==> src/rtl/banco_filtros_mux.sv <==
// banco_filtros_mux: BANDS parallel bands, each a cascade of STAGES direct-form-I biquads,
// all evaluated sequentially on one shared multiplier-accumulator. Coefficients live in a
// small register file that can be rewritten at runtime while the engine is idle.
//
// Ports:
//   clock_In    system clock, rising edge
//   Reset       synchronous reset, active high
//   enable      sample strobe; starts a frame when sampled high while idle
//   Data_In     input sample (signed 1.Magnitud.Decimal), captured with enable
//   coef_we     coefficient write strobe (honoured only while idle)
//   coef_addr   ((band*STAGES+stage)*5+k), k: 0=b0 1=b1 2=b2 3=a1 4=a2
//   coef_data   coefficient value, same format as samples
//   Data_Out    band b result at [b*N +: N]; all bands update together at frame end
//   Data_Valid  one-cycle pulse when Data_Out is updated
//   busy        high while a frame is in progress (including the final DONE cycle)
//   sat         sticky clip flag for the current frame, cleared at frame start
//   err         one-cycle pulse when enable/coef_we is ignored or coef_addr is out of range
module banco_filtros_mux #(
  parameter int unsigned N        = 25,
  parameter int unsigned Magnitud = 8,
  parameter int unsigned Decimal  = 16,
  parameter int unsigned BANDS    = 3,
  parameter int unsigned STAGES   = 2,
  localparam int unsigned AW      = $clog2(BANDS * STAGES * 5)
) (
  input  logic               clock_In,
  input  logic               Reset,
  input  logic               enable,
  input  logic [N-1:0]       Data_In,
  input  logic               coef_we,
  input  logic [AW-1:0]      coef_addr,
  input  logic [N-1:0]       coef_data,
  output logic [BANDS*N-1:0] Data_Out,
  output logic               Data_Valid,
  output logic               busy,
  output logic               sat,
  output logic               err
);

  localparam int unsigned NBQ   = BANDS * STAGES;
  localparam int unsigned NCOEF = NBQ * 5;
  localparam int unsigned BW    = (NBQ > 1) ? $clog2(NBQ) : 1;
  localparam int unsigned SW    = (STAGES > 1) ? $clog2(STAGES) : 1;
  localparam int unsigned BNW   = (BANDS > 1) ? $clog2(BANDS) : 1;
  localparam int unsigned AccW  = 2 * N + 3;

  localparam logic [N-1:0] CoefOne = N'(1) << Decimal;
  localparam logic signed [AccW-1:0] SatMax = {{(AccW-N+1){1'b0}}, {(N-1){1'b1}}};
  localparam logic signed [AccW-1:0] SatMin = {{(AccW-N+1){1'b1}}, {(N-1){1'b0}}};

  if (N != 1 + Magnitud + Decimal) begin : g_bad_width
    $error("N must equal 1 + Magnitud + Decimal");
  end

  typedef enum logic [1:0] {StIdle, StMac, StWb, StDone} state_e;

  state_e state_q, state_d;
  logic   start, mac_en, wb_en;

  logic [2:0]     k_q;
  logic [BW-1:0]  bq_q;
  logic [SW-1:0]  stage_q;
  logic [BNW-1:0] band_q;
  logic           last_bq, last_stage;

  logic signed [N-1:0] coef_q     [NCOEF];
  logic signed [N-1:0] x1_q       [NBQ];
  logic signed [N-1:0] x2_q       [NBQ];
  logic signed [N-1:0] y1_q       [NBQ];
  logic signed [N-1:0] y2_q       [NBQ];
  logic signed [N-1:0] band_res_q [BANDS];
  logic signed [N-1:0] x_in_q, cur_x_q;

  logic [AW-1:0]          coef_idx;
  logic signed [N-1:0]    coef_sel, op_sel, res;
  logic signed [2*N-1:0]  prod;
  logic [AccW-1:0]        prod_ext;
  logic signed [AccW-1:0] acc_q, acc_d, shifted;
  logic                   clip;
  logic                   addr_ok, coef_wr;

  logic [BANDS*N-1:0] data_out_q;
  logic               valid_q, sat_q, err_q;

  assign busy       = (state_q != StIdle);
  assign last_bq    = (bq_q == BW'(NBQ - 1));
  assign last_stage = (stage_q == SW'(STAGES - 1));
  assign addr_ok    = (32'(coef_addr) < NCOEF);
  assign coef_wr    = coef_we & ~busy & addr_ok;

  assign Data_Out   = data_out_q;
  assign Data_Valid = valid_q;
  assign sat        = sat_q;
  assign err        = err_q;

  // ---------------------------------------------------------------------------------------------
  // Control FSM
  // ---------------------------------------------------------------------------------------------
  always_ff @(posedge clock_In) begin
    if (Reset) begin
      state_q <= StIdle;
    end else begin
      state_q <= state_d;
    end
  end

  always_comb begin
    state_d = state_q;
    start   = 1'b0;
    mac_en  = 1'b0;
    wb_en   = 1'b0;
    unique case (state_q)
      StIdle: begin
        if (enable) begin
          start   = 1'b1;
          state_d = StMac;
        end
      end
      StMac: begin
        mac_en = 1'b1;
        if (k_q == 3'd4) state_d = StWb;
      end
      StWb: begin
        wb_en   = 1'b1;
        state_d = last_bq ? StDone : StMac;
      end
      StDone:  state_d = StIdle;
      default: state_d = StIdle;
    endcase
  end

  // ---------------------------------------------------------------------------------------------
  // Shared MAC: one product per MAC cycle, k selects coefficient and history operand
  // ---------------------------------------------------------------------------------------------
  always_comb begin
    coef_idx = AW'(32'(bq_q) * 5 + 32'(k_q));
    coef_sel = coef_q[coef_idx];
    op_sel   = '0;
    case (k_q)
      3'd0:    op_sel = cur_x_q;
      3'd1:    op_sel = x1_q[bq_q];
      3'd2:    op_sel = x2_q[bq_q];
      3'd3:    op_sel = y1_q[bq_q];
      3'd4:    op_sel = y2_q[bq_q];
      default: op_sel = '0;
    endcase
    prod     = coef_sel * op_sel;
    prod_ext = {{3{prod[2*N-1]}}, prod};
    // k=0 starts a fresh accumulation; feedback terms (a1, a2) are subtracted
    acc_d = (k_q == 3'd0) ? '0 : acc_q;
    if (k_q >= 3'd3) acc_d = acc_d - prod_ext;
    else             acc_d = acc_d + prod_ext;
  end

  // Result: arithmetic shift back to sample scale (truncating), then clip to N bits
  always_comb begin
    shifted = acc_q >>> Decimal;
    clip    = 1'b0;
    if (shifted > SatMax) begin
      res  = SatMax[N-1:0];
      clip = 1'b1;
    end else if (shifted < SatMin) begin
      res  = SatMin[N-1:0];
      clip = 1'b1;
    end else begin
      res = shifted[N-1:0];
    end
  end

  // ---------------------------------------------------------------------------------------------
  // Datapath state
  // ---------------------------------------------------------------------------------------------
  always_ff @(posedge clock_In) begin
    if (Reset) begin
      for (int unsigned i = 0; i < NCOEF; i++) begin
        coef_q[i] <= (i % 5 == 0) ? CoefOne : '0;
      end
      for (int unsigned i = 0; i < NBQ; i++) begin
        x1_q[i] <= '0;
        x2_q[i] <= '0;
        y1_q[i] <= '0;
        y2_q[i] <= '0;
      end
      for (int unsigned i = 0; i < BANDS; i++) begin
        band_res_q[i] <= '0;
      end
      x_in_q     <= '0;
      cur_x_q    <= '0;
      acc_q      <= '0;
      k_q        <= '0;
      bq_q       <= '0;
      stage_q    <= '0;
      band_q     <= '0;
      data_out_q <= '0;
      valid_q    <= 1'b0;
      sat_q      <= 1'b0;
      err_q      <= 1'b0;
    end else begin
      valid_q <= 1'b0;
      err_q   <= (busy & (enable | coef_we)) | (~busy & coef_we & ~addr_ok);

      if (coef_wr) coef_q[coef_addr] <= coef_data;

      if (start) begin
        x_in_q  <= Data_In;
        cur_x_q <= Data_In;
        k_q     <= '0;
        bq_q    <= '0;
        stage_q <= '0;
        band_q  <= '0;
        sat_q   <= 1'b0;
      end

      if (mac_en) begin
        acc_q <= acc_d;
        k_q   <= (k_q == 3'd4) ? 3'd0 : k_q + 3'd1;
      end

      if (wb_en) begin
        x1_q[bq_q] <= cur_x_q;
        x2_q[bq_q] <= x1_q[bq_q];
        y1_q[bq_q] <= res;
        y2_q[bq_q] <= y1_q[bq_q];
        if (clip) sat_q <= 1'b1;

        if (last_stage) begin
          // Band finished: park its result, next band restarts from the frame's input sample
          band_res_q[band_q] <= res;
          cur_x_q            <= x_in_q;
          stage_q            <= '0;
          band_q             <= last_bq ? '0 : band_q + BNW'(1);
        end else begin
          cur_x_q <= res;
          stage_q <= stage_q + SW'(1);
        end
        bq_q <= last_bq ? '0 : bq_q + BW'(1);

        if (last_bq) begin
          for (int unsigned b = 0; b < BANDS; b++) begin
            data_out_q[b*N +: N] <= (BNW'(b) == band_q) ? res : band_res_q[b];
          end
          valid_q <= 1'b1;
        end
      end
    end
  end

endmodule
==> config.mk <==
export PLATFORM = sky130hd
export DESIGN_NAME = banco_filtros_mux
export DESIGN_NICKNAME = d
export VERILOG_FILES = /design/src/rtl/banco_filtros_mux.sv
export SDC_FILE = /design/constraint.sdc
export NUM_CORES = 2
export LEC_CHECK = 0
export CORE_ASPECT_RATIO = 1.2
export CORE_MARGIN = 4
export CORE_UTILIZATION = 45
export CTS_BUF_LIST = sky130_fd_sc_hd__clkbuf_16
export CTS_CLUSTER_SIZE = 12
export DETAILED_ROUTE_END_ITERATION = 7
export REMOVE_ABC_BUFFERS = 1
export SYNTH_ARGS = -nofsm -noshare
export SYNTH_HDL_FRONTEND = slang
export SYNTH_SLANG_ARGS = --single-unit
==> constraint.sdc <==
create_clock -name clock_In -period 19.75 [get_ports clock_In]
set_input_delay 3.95 -clock clock_In [delete_from_list [all_inputs] [get_ports clock_In]]
set_output_delay 3.95 -clock clock_In [all_outputs]
set_load 0.02 [all_outputs]
# Word-level counts from Yosys, hierarchy flattened
# Memory sizes are Yosys's and may differ from the RTL's. A register that Yosys moved wholly into a read port is not among the register bits.
# Cells that the tools add are included.
[word_totals]
reg_bits = 192
latchBits = 0
ram_bits = 1425
romBits = 0
inputBits = 59
output_inout_bits = 79
word_cells = 142
memories = 6
[classes]
n_addsub = 7
mul = 2
div_mod_pow = 0
order_cmp = 4
eq_ne = 12
shifts = 0
muxes = 75
bitwise = 9
n_reduce_logical = 15
[memory_table]
columns = ["memory", "depth", "word_bits", "read_ports", "rd_clocked_by_memory_dff", "write_ports", "line", "source"]
rows = [
  ["coef_q", 30, 25, 1, 0, 30, "66", "logic signed [N-1:0] coef_q [NCOEF];"],
  ["x1_q", 6, 25, 1, 1, 6, "67", "logic signed [N-1:0] x1_q [NBQ];"],
  ["x2_q", 6, 25, 1, 1, 6, "68", "logic signed [N-1:0] x2_q [NBQ];"],
  ["y1_q", 6, 25, 1, 1, 6, "69", "logic signed [N-1:0] y1_q [NBQ];"],
  ["y2_q", 6, 25, 1, 1, 6, "70", "logic signed [N-1:0] y2_q [NBQ];"],
  ["band_res_q", 3, 25, 3, 0, 3, "71", "logic signed [N-1:0] band_res_q [BANDS];"],
]
[op_table]
columns = ["op", "count"]
rows = [
  ["two-way mux 25 bit", 14],
  ["OR reduction 25 bit", 6],
  ["one-hot mux 25 bit (5 select lines)", 1],
  ["two-way mux 53 bit", 2],
  ["adder 53 bit", 1],
  ["subtractor 53 bit", 1],
  ["two-way mux 3 bit", 17],
  ["multiplier 25 x 25 -> 50 bit", 1],
  ["greater-than comparator 37 x 25 -> 1 bit (second input constant)", 1],
  ["< comparator 37 x 25 -> 1 bit (second input constant)", 1],
  ["two-way mux 1 bit", 31],
  ["two-way mux 2 bit", 8],
  ["one-hot mux 2 bit (4 select lines)", 1],
  ["adder 3 x 1 -> 3 bit (second input constant)", 2],
  ["equality test 3 x 2 -> 1 bit (second input constant)", 2],
  ["equality test 3 bit (second input constant)", 2],
  ["nonzero test 2 bit", 3],
  ["adder 5 x 3 -> 5 bit", 1],
  ["< comparator 5 bit (second input constant)", 1],
  ["multiplier 3 x 3 -> 5 bit (second input constant)", 1],
  ["two-way mux 5 bit", 1],
  ["bitwise AND 1 bit", 4],
  ["equality test 2 bit (second input constant)", 2],
  ["zero test 2 bit", 2],
  ["13 further kinds", 18],
]

# Logic depth before layout (Yosys ltp)
[logic_depth]
ltp_word = 9
mapped_depth = 52
depth_no_buf = 46

# Worst setup path after synthesis
# Ideal clock, no wire load.
[synth_path]
path_type = "reg-to-reg"
from = "register bq_q[0]"
to = "register acc_q[52]"
setup_ns = 0.120
t_arrival_ns = 13.134
t_required_ns = 19.630
path_slack_ns = 6.496
stages_incl_launch_ff = 48
n_path_buf = 6
period_less_slack_ns = 13.254
path_cell_list = "dfxtp_1 -> ha_1 -> ha_1 -> fa_1 -> clkbuf_1 -> buf_2 -> buf_1 -> buf_2 -> mux4_2 -> mux2i_1 -> clkbuf_1 -> nor2_1 -> fa_1 -> inv_1 -> fa_1 -> inv_1 -> fa_1 -> inv_1 -> [12 not listed] -> o311a_1 -> nor4_1 -> and2_1 -> and2_1 -> a21oi_1 -> xnor2_1 -> ha_1 -> clkbuf_1 -> nand3_1 -> nor4_1 -> nand3_1 -> or3_1 -> a21oi_1 -> o21ai_1 -> a2111oi_0 -> o22ai_1 -> o2111a_1 -> a211o_1"
[synth_via]
elab_chain_cells = 6
word_cells_on_any_way = 7
classes_between = "add/sub (3); mul (2); mux (1); memory (1)"
[synth_rtl]
columns = ["element", "line", "source"]
rows = [
  ["start, declared", "61", "logic [BW-1:0] bq_q;"],
  ["start signal, assigned", "236", "bq_q <= last_bq ? '0 : bq_q + BW'(1);"],
  ["multiplier 3 x 3 -> 5 bit *", "136", "coef_idx = AW'(32'(bq_q) * 5 + 32'(k_q));"],
  ["adder 5 x 3 -> 5 bit *", "136", ""],
  ["memory (30 x 25 bit) *", "n/a", ""],
  ["multiplier 25 x 25 -> 50 bit *", "147", "prod = coef_sel * op_sel;"],
  ["adder 53 bit / subtractor 53 bit (equally long branches)", "152, 151", ""],
  ["two-way mux 53 bit *", "151", "if (k_q >= 3'd3) acc_d = acc_d - prod_ext;"],
  ["end signal, assigned", "189", "acc_q <= '0;"],
  ["end signal, assigned", "215", "acc_q <= acc_d;"],
  ["end, declared", "78", "logic signed [AccW-1:0] acc_q, acc_d, shifted;"],
]
# Every way passes the cells marked *; elsewhere a longest branch is shown, timed or not.
# A chain may end at the register's enable or synchronous reset.

# Final worst setup path
# Ends and elaborated chain as after synthesis.

==> key figures <==
Run status
  – Outcome: finished clean

Synthesis
  – Yosys cell types: 104
  – Yosys reg bits: 1870
  – Top FF cell, synth: edfxtp_1
  – Sequential area share after synthesis: 0.4990
  – Syn Inst Count: 8744
  – Ys Warns: 0
  – Syn avg cell area: 12.42 µm²
  – EDFF count, synth: 1675
  – Mapped Area: 0.1086 mm²
  – Ys async rst share: 0

CTS
  – Clock root buffer: clkbuf_16
  – Clock H-tree levels: 4
  – Post-CTS Hold Buffers: 0
  – Post-cts resize count: 0
  – CTS max path bufs: 3
  – TritonCTS clock tree: done
  – Clock slew at reported path FFs: 70 ps
  – CTS Buf Count: 196
  – Clock Latency Late Sink: 830 ps
  – # clock sinks: 1870
  – Postcts setup bufs: 0

Route
  – Drt via density: 5.721
  – Vias: 69095
  – Residual DRC: 0
  – Antenna Violating Nets Remaining: 0
  – DRT Pass-1 Iters: 7
  – Drt wl/cell: 26.56 µm
  – 1st-iter DRT viols: 6201
  – Detailed Route WL: 320800 µm

Pwr
  – Pint: 10.18 mW
  – Switching fraction of total power: 0.4553
  – Switching power of the nets: 8.506 mW
  – Logic pwr share: 0.574
  – Final Power: 18.68 mW
  – Leakage: 46.55 nW
  – Peak supply drop: 0.2619 mV
  – Sequential Power Share: 0.241
  – Clock power frac: 0.185
  – Power Dens Cells: 155.5 mW/mm²

Floorplanning
  – DIE AREA: 0.2493 mm²
  – Vert. Die Dim: 546.2 µm
  – Starting Density: 0.4524
  – Chip width: 456.5 µm
  – Placeable Area: 0.2401 mm²
  – Row count: 197
  – # IOs: 138

Worst setup path
  – Critical path origin: bq_q[0]
  – Slowest-stage cell, CP: fa_4
  – CP endpoint: acc_q[52]
  – Worst r2r path cells: 43
  – Reg2Reg Setup Slack: 4080 ps
  – Worst reg2reg endpoint: acc_q[52]
  – Crit start category: register
  – Critical Path Most Common Cell: fa_1
  – Reg2reg start: bq_q[0]
  – WS Path Type: reg -> reg
  – Critical Path Max Stage Delay: 1320 ps
  – Worst EP required: 20450 ps
  – CP Max Fanout: 30
  – WP data arrival: 16370 ps
  – CP endpoint kind: register

Placed design
  – IO buf count: 137
  – Routability cong.: 0.8882
  – HPWL after DPL: 204000 µm

Timing
  – Tightest Pin Transition: 1319 ps
  – RSZ-0062 raised after global routing: false
  – Fin. max-slew vios: 0
  – Ratio of final minimum period to clock period: 0.7935
  – Post-route minimum period: 15670 ps
  – Slew HR: 0.1019
  – Fmax: 63.81 MHz
  – Final hold viol count: 0
  – Final setup viols: 0
  – Max Clock Skew: 46.61 ps

Global route
  – Largest net degree at the start of global routing: 121
  – First-pass GRT wire length: 477900 µm
  – Initial antenna violation count: 7
  – Remaining Overflow, GRT: 0
  – Number of global-route vias before repair: 72819
  – Global router's overall resource usage: 0.2571

Final layout
  – NumNets Final: 9664
  – Synth-to-layout area growth: 10.62%
  – Share of cells above drive strength 1: 0.1484
  – Layout Utilization: 0.5005

Hold path
  – Tightest Hold Check Type: reg -> reg

Flow run
  – Max Cap Violations: 0
-- registers in the layout, indices dropped and copies added, names as in the netlist, named ones only --
name        cells
x_in_q         25
k_q             3
band_res_q     75
err             1
sat             1
Data_Out       75
bq_q            3
x2_q          200
last_stage      1
cur_x_q        25
Data_Valid      1
band_q          2
acc_q          53
coef_q        800
y2_q          200
state_q         2
x1_q          200
y1_q          200
-- kinds of logic (layout without fill, tap and decap cells) --
kind of cell    after synthesis  after routing  synth area share
mux                         582            582            0.1053
other cells                   1             53        0.00003453
flops                      1870           1870            0.4990
simple gates               2998           2998            0.1388
compound gates              853            853           0.04998
fa+ha+maj                   870            870            0.1459
xor+xnor                    122            122          0.009907
buf+inv                    1448           1546           0.05109
-- power groups by stage --
stage | clock, mW | combinational [mW] | sequential [mW]
floorplan | 0 | 7.40 | 4.57
global placement | 0 | 10.6 | 4.58
CTS | 3.50 | 10.7 | 4.51
finish | 3.45 | 10.7 | 4.51
detailed placement | 0 | 10.7 | 4.59
global route | 3.66 | 11.8 | 4.52
-- worst min path at each step --
stage / start / to / slack [ps] / cells past startpoint
2_1_floorplan: acc_q[10] / acc_q[10] / 420 / 2
3_3_place_gp: acc_q[12] / acc_q[12] / 430 / 2
3_5_place_dp: acc_q[13] / acc_q[13] / 440 / 2
4_1_cts: acc_q[13] / acc_q[13] / 450 / 2
5_1_grt: acc_q[3] / acc_q[3] / 460 / 2
6_report: acc_q[13] / acc_q[13] / 450 / 2
-- routing by layer --
| layer | global-route usage | vias to the layer above | wire length [µm] |
|---|---|---|---|
| li1 | - | 29979 | - |
| met1 | 0.3161 | 36067 | 121500 |
| met2 | 0.4517 | 2418 | 163800 |
| met3 | 0.03614 | 629 | 19340 |
| met4 | 0.1136 | 2 | 16140 |
| met5 | 0 | - | 14 |
-- cells in the mapped netlist (44+ instances only) --
cell type,number,share of area
nor3_1,89,0.0041
a211oi_1,114,0.0079
a21oi_1,313,0.014
clkbuf_1,515,0.018
fa_1,661,0.12
nor2_1,1113,0.038
ha_1,209,0.024
xnor2_1,79,0.0064
edfxtp_1,1675,0.46
o21ai_0,123,0.0057
a21o_1,44,0.0030
mux4_2,448,0.093
buf_2,61,0.0028
dfxtp_1,195,0.036
or2_2,236,0.014
nand2b_1,118,0.0068
nand2_1,362,0.013
and2_1,896,0.052
mux2i_1,131,0.012
inv_1,835,0.029
-- through the flow --
stage / worst slack, ps / area, µm² / TNS, ps / std cells / hold WS [ps]
floorplan: -451.1 / 106400 / -451.1 / 8181 / 421.2
finish: 4078 / 120100 / 0 / 12078 / 445.2
CTS: 4108 / 120100 / 0 / 12075 / 448.2
global route: 3011 / 120100 / 0 / 12075 / 464.1
detailed placement: 4188 / 114200 / 0 / 11721 / 439.9
global placement: 4331 / 114200 / 0 / 11721 / 433.6
-- placed cells by master, fill, tap and decap left out, types with 23 or more instances in the layout --
| cell | Yosys | routed |
|---|---|---|
| a31oi_1 | 41 | 40 |
| xnor2_1 | 79 | 78 |
| xor2_1 | 42 | 42 |
| a211oi_1 | 114 | 94 |
| mux2i_1 | 131 | 106 |
| nand3_1 | 38 | 37 |
| o21ai_2 | 2 | 30 |
| a21o_1 | 44 | 44 |
| buf_4 | 4 | 214 |
| ha_1 | 209 | 203 |
| nor3_1 | 89 | 86 |
| clkbuf_16 | 0 | 198 |
| and2_1 | 896 | 895 |
| nor2_1 | 1113 | 1109 |
| nand2_1 | 362 | 353 |
| o22ai_1 | 25 | 25 |
| mux4_2 | 448 | 448 |
| inv_1 | 835 | 893 |
| dfxtp_1 | 195 | 190 |
| fa_1 | 661 | 660 |
| o21ai_0 | 123 | 95 |
| or2_2 | 236 | 236 |
| and3_1 | 25 | 25 |
| a21oi_1 | 313 | 304 |
| nand2b_1 | 118 | 117 |
| clkinv_2 | 0 | 23 |
| conb_1 | 1 | 50 |
| edfxtp_1 | 1675 | 1675 |
| o211ai_1 | 29 | 29 |
| o21a_1 | 31 | 31 |
| clkinv_1 | 1 | 51 |
| clkdlybuf4s50_1 | 0 | 134 |
-- final cells by class --
| cell class | count | area, µm² |
|---|---|---|
| fillers | 20974 | 119900 |
| clock inverters | 156 | 984.7 |
| clock buffers | 198 | 4955 |
| inverters | 836 | 3138 |
| repair buffers | 356 | 3069 |
| flip-flops and latches | 1870 | 54220 |
| multi-input cells | 5475 | 49790 |
| well taps | 3184 | 3984 |
| diodes | 3 | 7.507 |
-- worst max-delay path, delay by kind of cell, from the launching register on --
family                     cells  cell delay [ps]
adders and majority gates     12             6290
AOI/OAI and AO/OA             11             2970
and+or+nand+nor               10             2780
muxes                          2             1620
buffers and inverters          7              980
DFF                            1              660
xor gates and xnor gates       1              130
(Power assumes the default switching activity.)
